--- src/rtl/uart_param_top.sv ---
// Parameterised UART transmitter/receiver with optional loopback and sticky status flags.
// Define UART_PARITY_EN to add an even-parity bit to every frame in both directions.
module uart_param_top #(
  parameter int unsigned DATA_W       = 8,
  parameter int unsigned CLKS_PER_BIT = 16,
  parameter int unsigned STOP_BITS    = 1,
  parameter int unsigned LOOPBACK     = 1
) (
  input  logic              clk,
  input  logic              rst,
  input  logic [DATA_W-1:0] data_in,
  input  logic              wr_en,
  output logic              busy,
  output logic              tx,
  input  logic              rx,
  output logic [DATA_W-1:0] data_out,
  output logic              rdy,
  input  logic              rdy_clr,
  output logic              overrun,
  output logic              frame_err,
  output logic              parity_err
);

  localparam int unsigned BW = $clog2(CLKS_PER_BIT);
  localparam int unsigned CW = 4;
  localparam logic [BW-1:0] BAUD_LAST = BW'(CLKS_PER_BIT - 1);
  localparam logic [BW-1:0] BAUD_HALF = BW'(CLKS_PER_BIT / 2 - 1);
  localparam logic [CW-1:0] BIT_LAST  = CW'(DATA_W - 1);
  localparam logic          STOP_LAST = 1'(STOP_BITS - 1);

  typedef enum logic [2:0] {TxIdle, TxStart, TxData, TxParity, TxStop} tx_state_e;
  typedef enum logic [2:0] {RxIdle, RxStart, RxData, RxParity, RxStop} rx_state_e;

  tx_state_e         tx_state;
  logic [DATA_W-1:0] tx_shift;
  logic [BW-1:0]     tx_baud;
  logic [CW-1:0]     tx_bit;
  logic              tx_stop;

  rx_state_e         rx_state;
  logic [DATA_W-1:0] rx_shift;
  logic [BW-1:0]     rx_baud;
  logic [CW-1:0]     rx_bit;
  logic              sync1, sync2, sync_prev;
  logic              rx_src;

`ifdef UART_PARITY_EN
  logic tx_par;
  logic rx_par_bad;
`else
  assign parity_err = 1'b0;
`endif

  assign rx_src = (LOOPBACK != 0) ? tx : rx;

  // Transmitter: tx and busy are registered so they change together with the state.
  always_ff @(posedge clk) begin
    if (rst) begin
      tx_state <= TxIdle;
      tx       <= 1'b1;
      busy     <= 1'b0;
      tx_shift <= '0;
      tx_baud  <= '0;
      tx_bit   <= '0;
      tx_stop  <= 1'b0;
`ifdef UART_PARITY_EN
      tx_par   <= 1'b0;
`endif
    end else begin
      case (tx_state)
        TxIdle: begin
          if (wr_en) begin
            tx_shift <= data_in;
`ifdef UART_PARITY_EN
            tx_par   <= ^data_in;
`endif
            tx_state <= TxStart;
            tx       <= 1'b0;
            busy     <= 1'b1;
            tx_baud  <= '0;
          end
        end
        TxStart: begin
          if (tx_baud == BAUD_LAST) begin
            tx_baud  <= '0;
            tx_bit   <= '0;
            tx       <= tx_shift[0];
            tx_state <= TxData;
          end else begin
            tx_baud <= tx_baud + 1'b1;
          end
        end
        TxData: begin
          if (tx_baud == BAUD_LAST) begin
            tx_baud <= '0;
            if (tx_bit == BIT_LAST) begin
              tx_stop <= 1'b0;
`ifdef UART_PARITY_EN
              tx       <= tx_par;
              tx_state <= TxParity;
`else
              tx       <= 1'b1;
              tx_state <= TxStop;
`endif
            end else begin
              tx_bit   <= tx_bit + 1'b1;
              tx       <= tx_shift[1];
              tx_shift <= tx_shift >> 1;
            end
          end else begin
            tx_baud <= tx_baud + 1'b1;
          end
        end
`ifdef UART_PARITY_EN
        TxParity: begin
          if (tx_baud == BAUD_LAST) begin
            tx_baud  <= '0;
            tx       <= 1'b1;
            tx_state <= TxStop;
          end else begin
            tx_baud <= tx_baud + 1'b1;
          end
        end
`endif
        TxStop: begin
          if (tx_baud == BAUD_LAST) begin
            tx_baud <= '0;
            if (tx_stop == STOP_LAST) begin
              busy     <= 1'b0;
              tx_state <= TxIdle;
            end else begin
              tx_stop <= 1'b1;
            end
          end else begin
            tx_baud <= tx_baud + 1'b1;
          end
        end
        default: tx_state <= TxIdle;
      endcase
    end
  end

  // Receiver: start edge qualified at half a bit, then every sample lands mid-bit.
  always_ff @(posedge clk) begin
    if (rst) begin
      rx_state   <= RxIdle;
      sync1      <= 1'b1;
      sync2      <= 1'b1;
      sync_prev  <= 1'b1;
      rx_shift   <= '0;
      rx_baud    <= '0;
      rx_bit     <= '0;
      data_out   <= '0;
      rdy        <= 1'b0;
      overrun    <= 1'b0;
      frame_err  <= 1'b0;
`ifdef UART_PARITY_EN
      rx_par_bad <= 1'b0;
      parity_err <= 1'b0;
`endif
    end else begin
      sync1     <= rx_src;
      sync2     <= sync1;
      sync_prev <= sync2;
      if (rdy_clr) begin
        rdy       <= 1'b0;
        overrun   <= 1'b0;
        frame_err <= 1'b0;
`ifdef UART_PARITY_EN
        parity_err <= 1'b0;
`endif
      end
      case (rx_state)
        RxIdle: begin
          if (sync_prev && !sync2) begin
            rx_baud  <= '0;
            rx_state <= RxStart;
          end
        end
        RxStart: begin
          if (rx_baud == BAUD_HALF) begin
            rx_baud  <= '0;
            rx_bit   <= '0;
            rx_state <= sync2 ? RxIdle : RxData;
          end else begin
            rx_baud <= rx_baud + 1'b1;
          end
        end
        RxData: begin
          if (rx_baud == BAUD_LAST) begin
            rx_baud  <= '0;
            rx_shift <= {sync2, rx_shift[DATA_W-1:1]};
            if (rx_bit == BIT_LAST) begin
`ifdef UART_PARITY_EN
              rx_state <= RxParity;
`else
              rx_state <= RxStop;
`endif
            end else begin
              rx_bit <= rx_bit + 1'b1;
            end
          end else begin
            rx_baud <= rx_baud + 1'b1;
          end
        end
`ifdef UART_PARITY_EN
        RxParity: begin
          if (rx_baud == BAUD_LAST) begin
            rx_baud    <= '0;
            rx_par_bad <= sync2 ^ (^rx_shift);
            rx_state   <= RxStop;
          end else begin
            rx_baud <= rx_baud + 1'b1;
          end
        end
`endif
        RxStop: begin
          if (rx_baud == BAUD_LAST) begin
            rx_baud  <= '0;
            rx_state <= RxIdle;
            // A same-cycle rdy_clr frees the holding register for this frame.
            if (!rdy || rdy_clr) begin
              data_out <= rx_shift;
              rdy      <= 1'b1;
            end else begin
              overrun <= 1'b1;
            end
            if (!sync2) frame_err <= 1'b1;
`ifdef UART_PARITY_EN
            if (rx_par_bad) parity_err <= 1'b1;
`endif
          end else begin
            rx_baud <= rx_baud + 1'b1;
          end
        end
        default: rx_state <= RxIdle;
      endcase
    end
  end

endmodule

--- config.mk ---
export PLATFORM = sky130hd
export DESIGN_NAME = uart_param_top
export DESIGN_NICKNAME = d
export VERILOG_FILES = /design/src/rtl/uart_param_top.sv
export SDC_FILE = /design/constraint.sdc
export NUM_CORES = 1
export LEC_CHECK = 0
export CAP_MARGIN = 40
export CORE_UTILIZATION = 58
export CTS_BUF_LIST = sky130_fd_sc_hd__clkbuf_8
export DETAILED_ROUTE_END_ITERATION = 10
export PLACE_DENSITY = 0.81
export SYNTH_ARGS = -nofsm -noshare
export SYNTH_HDL_FRONTEND = slang
export SYNTH_SLANG_ARGS = --single-unit
--- constraint.sdc ---
create_clock -name clk -period 1.95 [get_ports clk]
set_input_delay 0.39 -clock clk [delete_from_list [all_inputs] [get_ports clk]]
set_output_delay 0.39 -clock clk [all_outputs]
set_load 0.01 [all_outputs]
* Word level (Yosys, flattened, before mapping)
Index checks and enable logic that the tools add are counted. Widths: inputs -> output; s select.
Storage, ports and cells: output and inout bits 14, logic and storage cells 133, bits in registers 55, input bits 13
Cells by class: reduce and logical (&&, ||, !) cells 28, mux-type cells 59, equality and inequality tests 24, add/subtract/negate cells 4
Operators with widths (number):
- $mux 4 | 11
- $mux 3 | 11
- $ne 2x2->1 const B | 13
- $mux 8 | 3
- $pmux 3 s4 | 2
- $pmux 4 s2 | 3
- $reduce_and 4->1 | 6
- $mux 1 | 23
- $add 4x1->4 const B | 4
- $pmux 8 s2 | 1
- $eq 4x3->1 const B | 3
- $pmux 4 s3 | 1
- $reduce_bool 2->1 | 6
- $eq 4x4->1 const B | 2
- $eq 3x1->1 const B | 2
- $eq 3x2->1 const B | 2
- $eq 3x3->1 const B | 2
- $logic_not 3->1 | 2
- $reduce_and 2->1 | 3
- $reduce_and 6->1 | 1
- $reduce_bool 3->1 | 2
- $reduce_and 5->1 | 1
- $pmux 1 s2 | 2
- $pmux 1 s3 | 1
- 7 further kinds | 8

* Logic depth before layout (Yosys ltp)
depth after elaboration 5, depth in mapped cells 6, gate-level depth less buffers 5

* Worst setup path before layout
Ideal clock, no wire load.
path type register to register, from reg tx_bit[0], to reg tx_bit[3], clock period less this slack 1.708 ns, setup time 0.115 ns, required time 1.835 ns, stages on the path, launching flop included 6, path buffers 0, arrival 1.593 ns, slack 0.242 ns, path through dfxtp_1 ha_1 and3b_1 a2111oi_2 a21boi_0 o21a_1
Between the ends: word-level cells in the longest chain between the ends 4, elaborated cells between the ends (all ways) 7, classes of those cells 1 x add/sub; 2 x eq/ne; 3 x mux; 1 x reduce/logical
Ends and longest elaborated chain:
- from (decl) | line 37 | logic [CW-1:0] tx_bit;
- from (signal assigned) | line 106 | tx_bit <= tx_bit + 1'b1;
- $add 4x1->4 | line 106
- $mux 4 | line 96 | if (tx_bit == BIT_LAST) begin
- $mux 4 | line 94 | if (tx_baud == BAUD_LAST) begin
- $pmux 4 s2 | line 70 | case (tx_state)
Several ways; a longest one is shown, not always the timed one. The select of a mux whose other input is x is not followed. A chain may end at the register's enable or synchronous reset.

* Worst setup path after layout
Same ends and word-level chain as after synthesis.

==> impl_results.md <==
* DRC errors left at 0
* CP Class: reg2reg
* Outcome: completed
* Router iterations before antenna repair at 4
* Routed WL at 5216 um
* Via count normalized by instance count at 5.863
* Core Area at 4144 um^2
* Count of fill cells added during filler insertion at 335
* Worst-path cell with the longest stage delay: sky130_fd_sc_hd__a2111oi_4
* Leakage at 1.062 nW
* Later-pin clock latency in the skew report at 310 ps
* Area of the die at 4737 um^2
* Cell row count at 23
* Footprint of the multi-input gates at 1416 um^2
* Worst Setup End Kind: flop
* Post-synth net total at 303
* Final hold violation count at 0
* Number of inserted diodes at 0
* Critical Path, Cell by Cell: ha_1 -> and3b_1 -> a2111oi_4 -> a21boi_0 -> o21a_1
* Effective utilization at floorplan at 0.6250
* Post-detailed-route count of antenna-violating nets at 0
* Highest attainable clock frequency at 555.6 MHz
* Pwr Total at 1.967 mW
* Final weighted congestion in routability-driven placement at 0.8514
* Seq/Total Area, Yosys at 0.4174
* Chip height at 68.83 um
* Layout-stage area growth over the synthesis result at 18.02%
* Via count of the first global-routing pass at 1899
* Leftover overflow at the end of global routing at 0
* Maximum number of pins on one net before global-route repair at 21
* Final-layout setup total negative slack at 0 ps
* Clock-pin slew on the worst setup and hold paths at 100 ps
* Top FF cell, synth: sky130_fd_sc_hd__dfxtp_1
* Stage delay of the slowest cell on the critical path at 470 ps
* Max Fanout on Critical Path at 4
* Post-synth EDFFs at 0
* Drt first-iter violations at 174
* GRT Overall Usage at 0.2350
* Hold WS at 422.2 ps
* Final net count at 332
* Share of async-settable or async-resettable flops after synthesis at 0
* Max cap viols at 0
* Final standard cell utilization of the core at 0.7376
* Via count at 2146
* Final routed wire length divided by cell count at 14.25 um
* Number of setup violations in the final report at 0
* Post-synthesis cell area at 2590 um^2
* Worst hold path class: reg2reg
* Post-place instance area at 2925 um^2
* Pwr Density at 643.5 nW/um^2
* RSZ-0062 raised after global routing: no
* Slew Viols, Final at 0
* Worst hold path depth at 1
* Mean area per synthesized cell at 9.056 um^2
* Die Wd at 68.83 um
* Number of buffers inserted by port buffering at 24
* Initial antenna violation count at 0
* Period utilization at 0.9231
* Number of CTS-inserted buffers at 5
* Number of distinct library cells after synthesis at 54
* Synthesis warning total at 0
* Setup Skew at 4.455 ps
* I/O Pins at 27
* Final standard cell area without fillers at 3057 um^2
* Worst vdd rail ir drop at 0.5003 mV
* Number of cells traversed by the worst register-to-register path at 5
* Fraction of layout instances using a drive strength above 1 at 0.1297
* Number of buffers on the longest clock path at 2
* Clock tree from TritonCTS: built
* Global-route wire length before repair at 8342 um
* HPWL reported at the end of detailed placement at 3653 um
* CTS H-tree lvls at 2
* Clock root buffer: sky130_fd_sc_hd__clkbuf_8
* Register cell area after layout at 1081 um^2
* Flops & latches, synth at 54
* Synthesized instance count at 286
* WP data required at 2160 ps
* Setup crit start kind: flop
* Crit path arrival time at 2010 ps
* Number of sinks driven by the clock tree at 54
* Time the worst path needs with I/O delays and setup at 1800 ps
[through the flow]
| stage | setup WS [ps] | cells |
|---|---|---|
| floorplan | 242.2 | 286 |
| global placement | 67.37 | 357 |
| detailed placement | 6.856 | 357 |
| CTS | 14.54 | 365 |
| global route | 66.22 | 366 |
| finish | 150.0 | 366 |
[layer usage]
layer	up-vias	global-route usage	wire (um)
met4	0	0.07653	27
met5	-	0	0
met2	43	0.3885	2457
li1	1092	-	-
met1	1009	0.3078	2553
met3	2	0.04441	177
[cells by family after synthesis]
logic type,count (synthesis),synth area share
XOR/XNOR,5,0.01691
adder cells (fa/ha/maj),5,0.02319
flip-flops,54,0.4174
AO/OA/AOI/OAI,62,0.1705
AND/OR/NAND/NOR,108,0.2227
buffers and inverters,24,0.04251
other,1,0.001448
multiplexers,27,0.1053
[worst paths after layout]
path	start	to	slack, ps
min	sync1	sync2	420
max reg2reg	tx_bit[0]	tx_bit[3]	150
max	tx_bit[0]	tx_bit[3]	150
min reg2reg	sync1	sync2	420
[power breakdown]
part	switching, mW	internal (mW)
sequential	0.0209	1.13
clock	0.386	0.260
combinational	0.0847	0.0883
[cells in the final DEF (no fill, tap or decap), types with 4 or more instances in the layout]
cell type | Yosys | layout
sky130_fd_sc_hd__ha_1 | 4 | 4
sky130_fd_sc_hd__buf_4 | 1 | 17
sky130_fd_sc_hd__nand2_1 | 14 | 14
sky130_fd_sc_hd__nor3_1 | 9 | 9
sky130_fd_sc_hd__a311oi_1 | 7 | 7
sky130_fd_sc_hd__nor3b_1 | 4 | 4
sky130_fd_sc_hd__a211oi_1 | 6 | 6
sky130_fd_sc_hd__xor2_1 | 4 | 4
sky130_fd_sc_hd__clkdlybuf4s50_1 | 0 | 24
sky130_fd_sc_hd__a21oi_1 | 17 | 17
sky130_fd_sc_hd__nand2b_1 | 4 | 4
sky130_fd_sc_hd__clkbuf_8 | 0 | 5
sky130_fd_sc_hd__nand3_1 | 15 | 14
sky130_fd_sc_hd__inv_1 | 4 | 4
sky130_fd_sc_hd__nor2_1 | 32 | 32
sky130_fd_sc_hd__o21a_1 | 6 | 6
sky130_fd_sc_hd__mux2i_1 | 25 | 25
sky130_fd_sc_hd__o21ai_0 | 7 | 7
sky130_fd_sc_hd__dfxtp_1 | 54 | 54
[cell usage after synthesis (3+ instances only)]
| master | instances | area share |
|---|---|---|
| sky130_fd_sc_hd__clkbuf_1 | 10 | 0.014 |
| sky130_fd_sc_hd__o21a_1 | 6 | 0.017 |
| sky130_fd_sc_hd__nor2_1 | 32 | 0.046 |
| sky130_fd_sc_hd__a311oi_1 | 7 | 0.024 |
| sky130_fd_sc_hd__a21oi_1 | 17 | 0.033 |
| sky130_fd_sc_hd__nand2b_1 | 4 | 0.0097 |
| sky130_fd_sc_hd__buf_2 | 7 | 0.014 |
| sky130_fd_sc_hd__or2_2 | 3 | 0.0072 |
| sky130_fd_sc_hd__nor2b_1 | 3 | 0.0072 |
| sky130_fd_sc_hd__nand2_1 | 14 | 0.020 |
| sky130_fd_sc_hd__o21ai_0 | 7 | 0.014 |
| sky130_fd_sc_hd__nor4b_1 | 3 | 0.010 |
| sky130_fd_sc_hd__dfxtp_1 | 54 | 0.42 |
| sky130_fd_sc_hd__nor3_1 | 9 | 0.017 |
| sky130_fd_sc_hd__nor3b_1 | 4 | 0.012 |
| sky130_fd_sc_hd__xor2_1 | 4 | 0.014 |
| sky130_fd_sc_hd__ha_1 | 4 | 0.019 |
| sky130_fd_sc_hd__inv_1 | 4 | 0.0058 |
| sky130_fd_sc_hd__nand3b_1 | 3 | 0.0087 |
| sky130_fd_sc_hd__o22ai_1 | 3 | 0.0072 |
| sky130_fd_sc_hd__a211oi_1 | 6 | 0.017 |
| sky130_fd_sc_hd__mux2i_1 | 25 | 0.097 |
| sky130_fd_sc_hd__nand3_1 | 15 | 0.029 |
| sky130_fd_sc_hd__and2_1 | 3 | 0.0072 |
[critical path: cells and delay by family, from the launching register on]
| family | cells | cell delay (ps) |
|---|---|---|
| AO/OA/AOI/OAI | 3 | 820 |
| AND/OR/NAND/NOR | 1 | 280 |
| adder cells (fa/ha/maj) | 1 | 260 |
| flip-flops | 1 | 350 |
[state kept, by name (all words and copies together) (netlist names)]
signal,count
sync2,1
rx_baud,4
busy,1
sync_prev,1
rx_bit,4
tx_baud,4
rx_shift,8
rdy,1
tx_shift,8
tx,1
sync1,1
tx_bit,4
data_out,8
frame_err,1
overrun,1
rx_state,3
tx_state,3
[repair_timing]
action,CTS,global route
setup buffers,0,1
pin swaps,1,1
hold buffers,0,0
gates resized for setup,0,2
setup endpoints to repair,1,9
[final cells by class]
type                            count  area share
Sequential cell                    54      0.3537
Multi-Input combinational cell    208      0.4634
Tap cell                           50     0.02047
Timing Repair Buffer               42      0.1269
Inverter                            4    0.004912
Clock buffer                        5     0.02251
Clock inverter                      3    0.008187
Note: power is estimated with default switching activity, not from simulation.
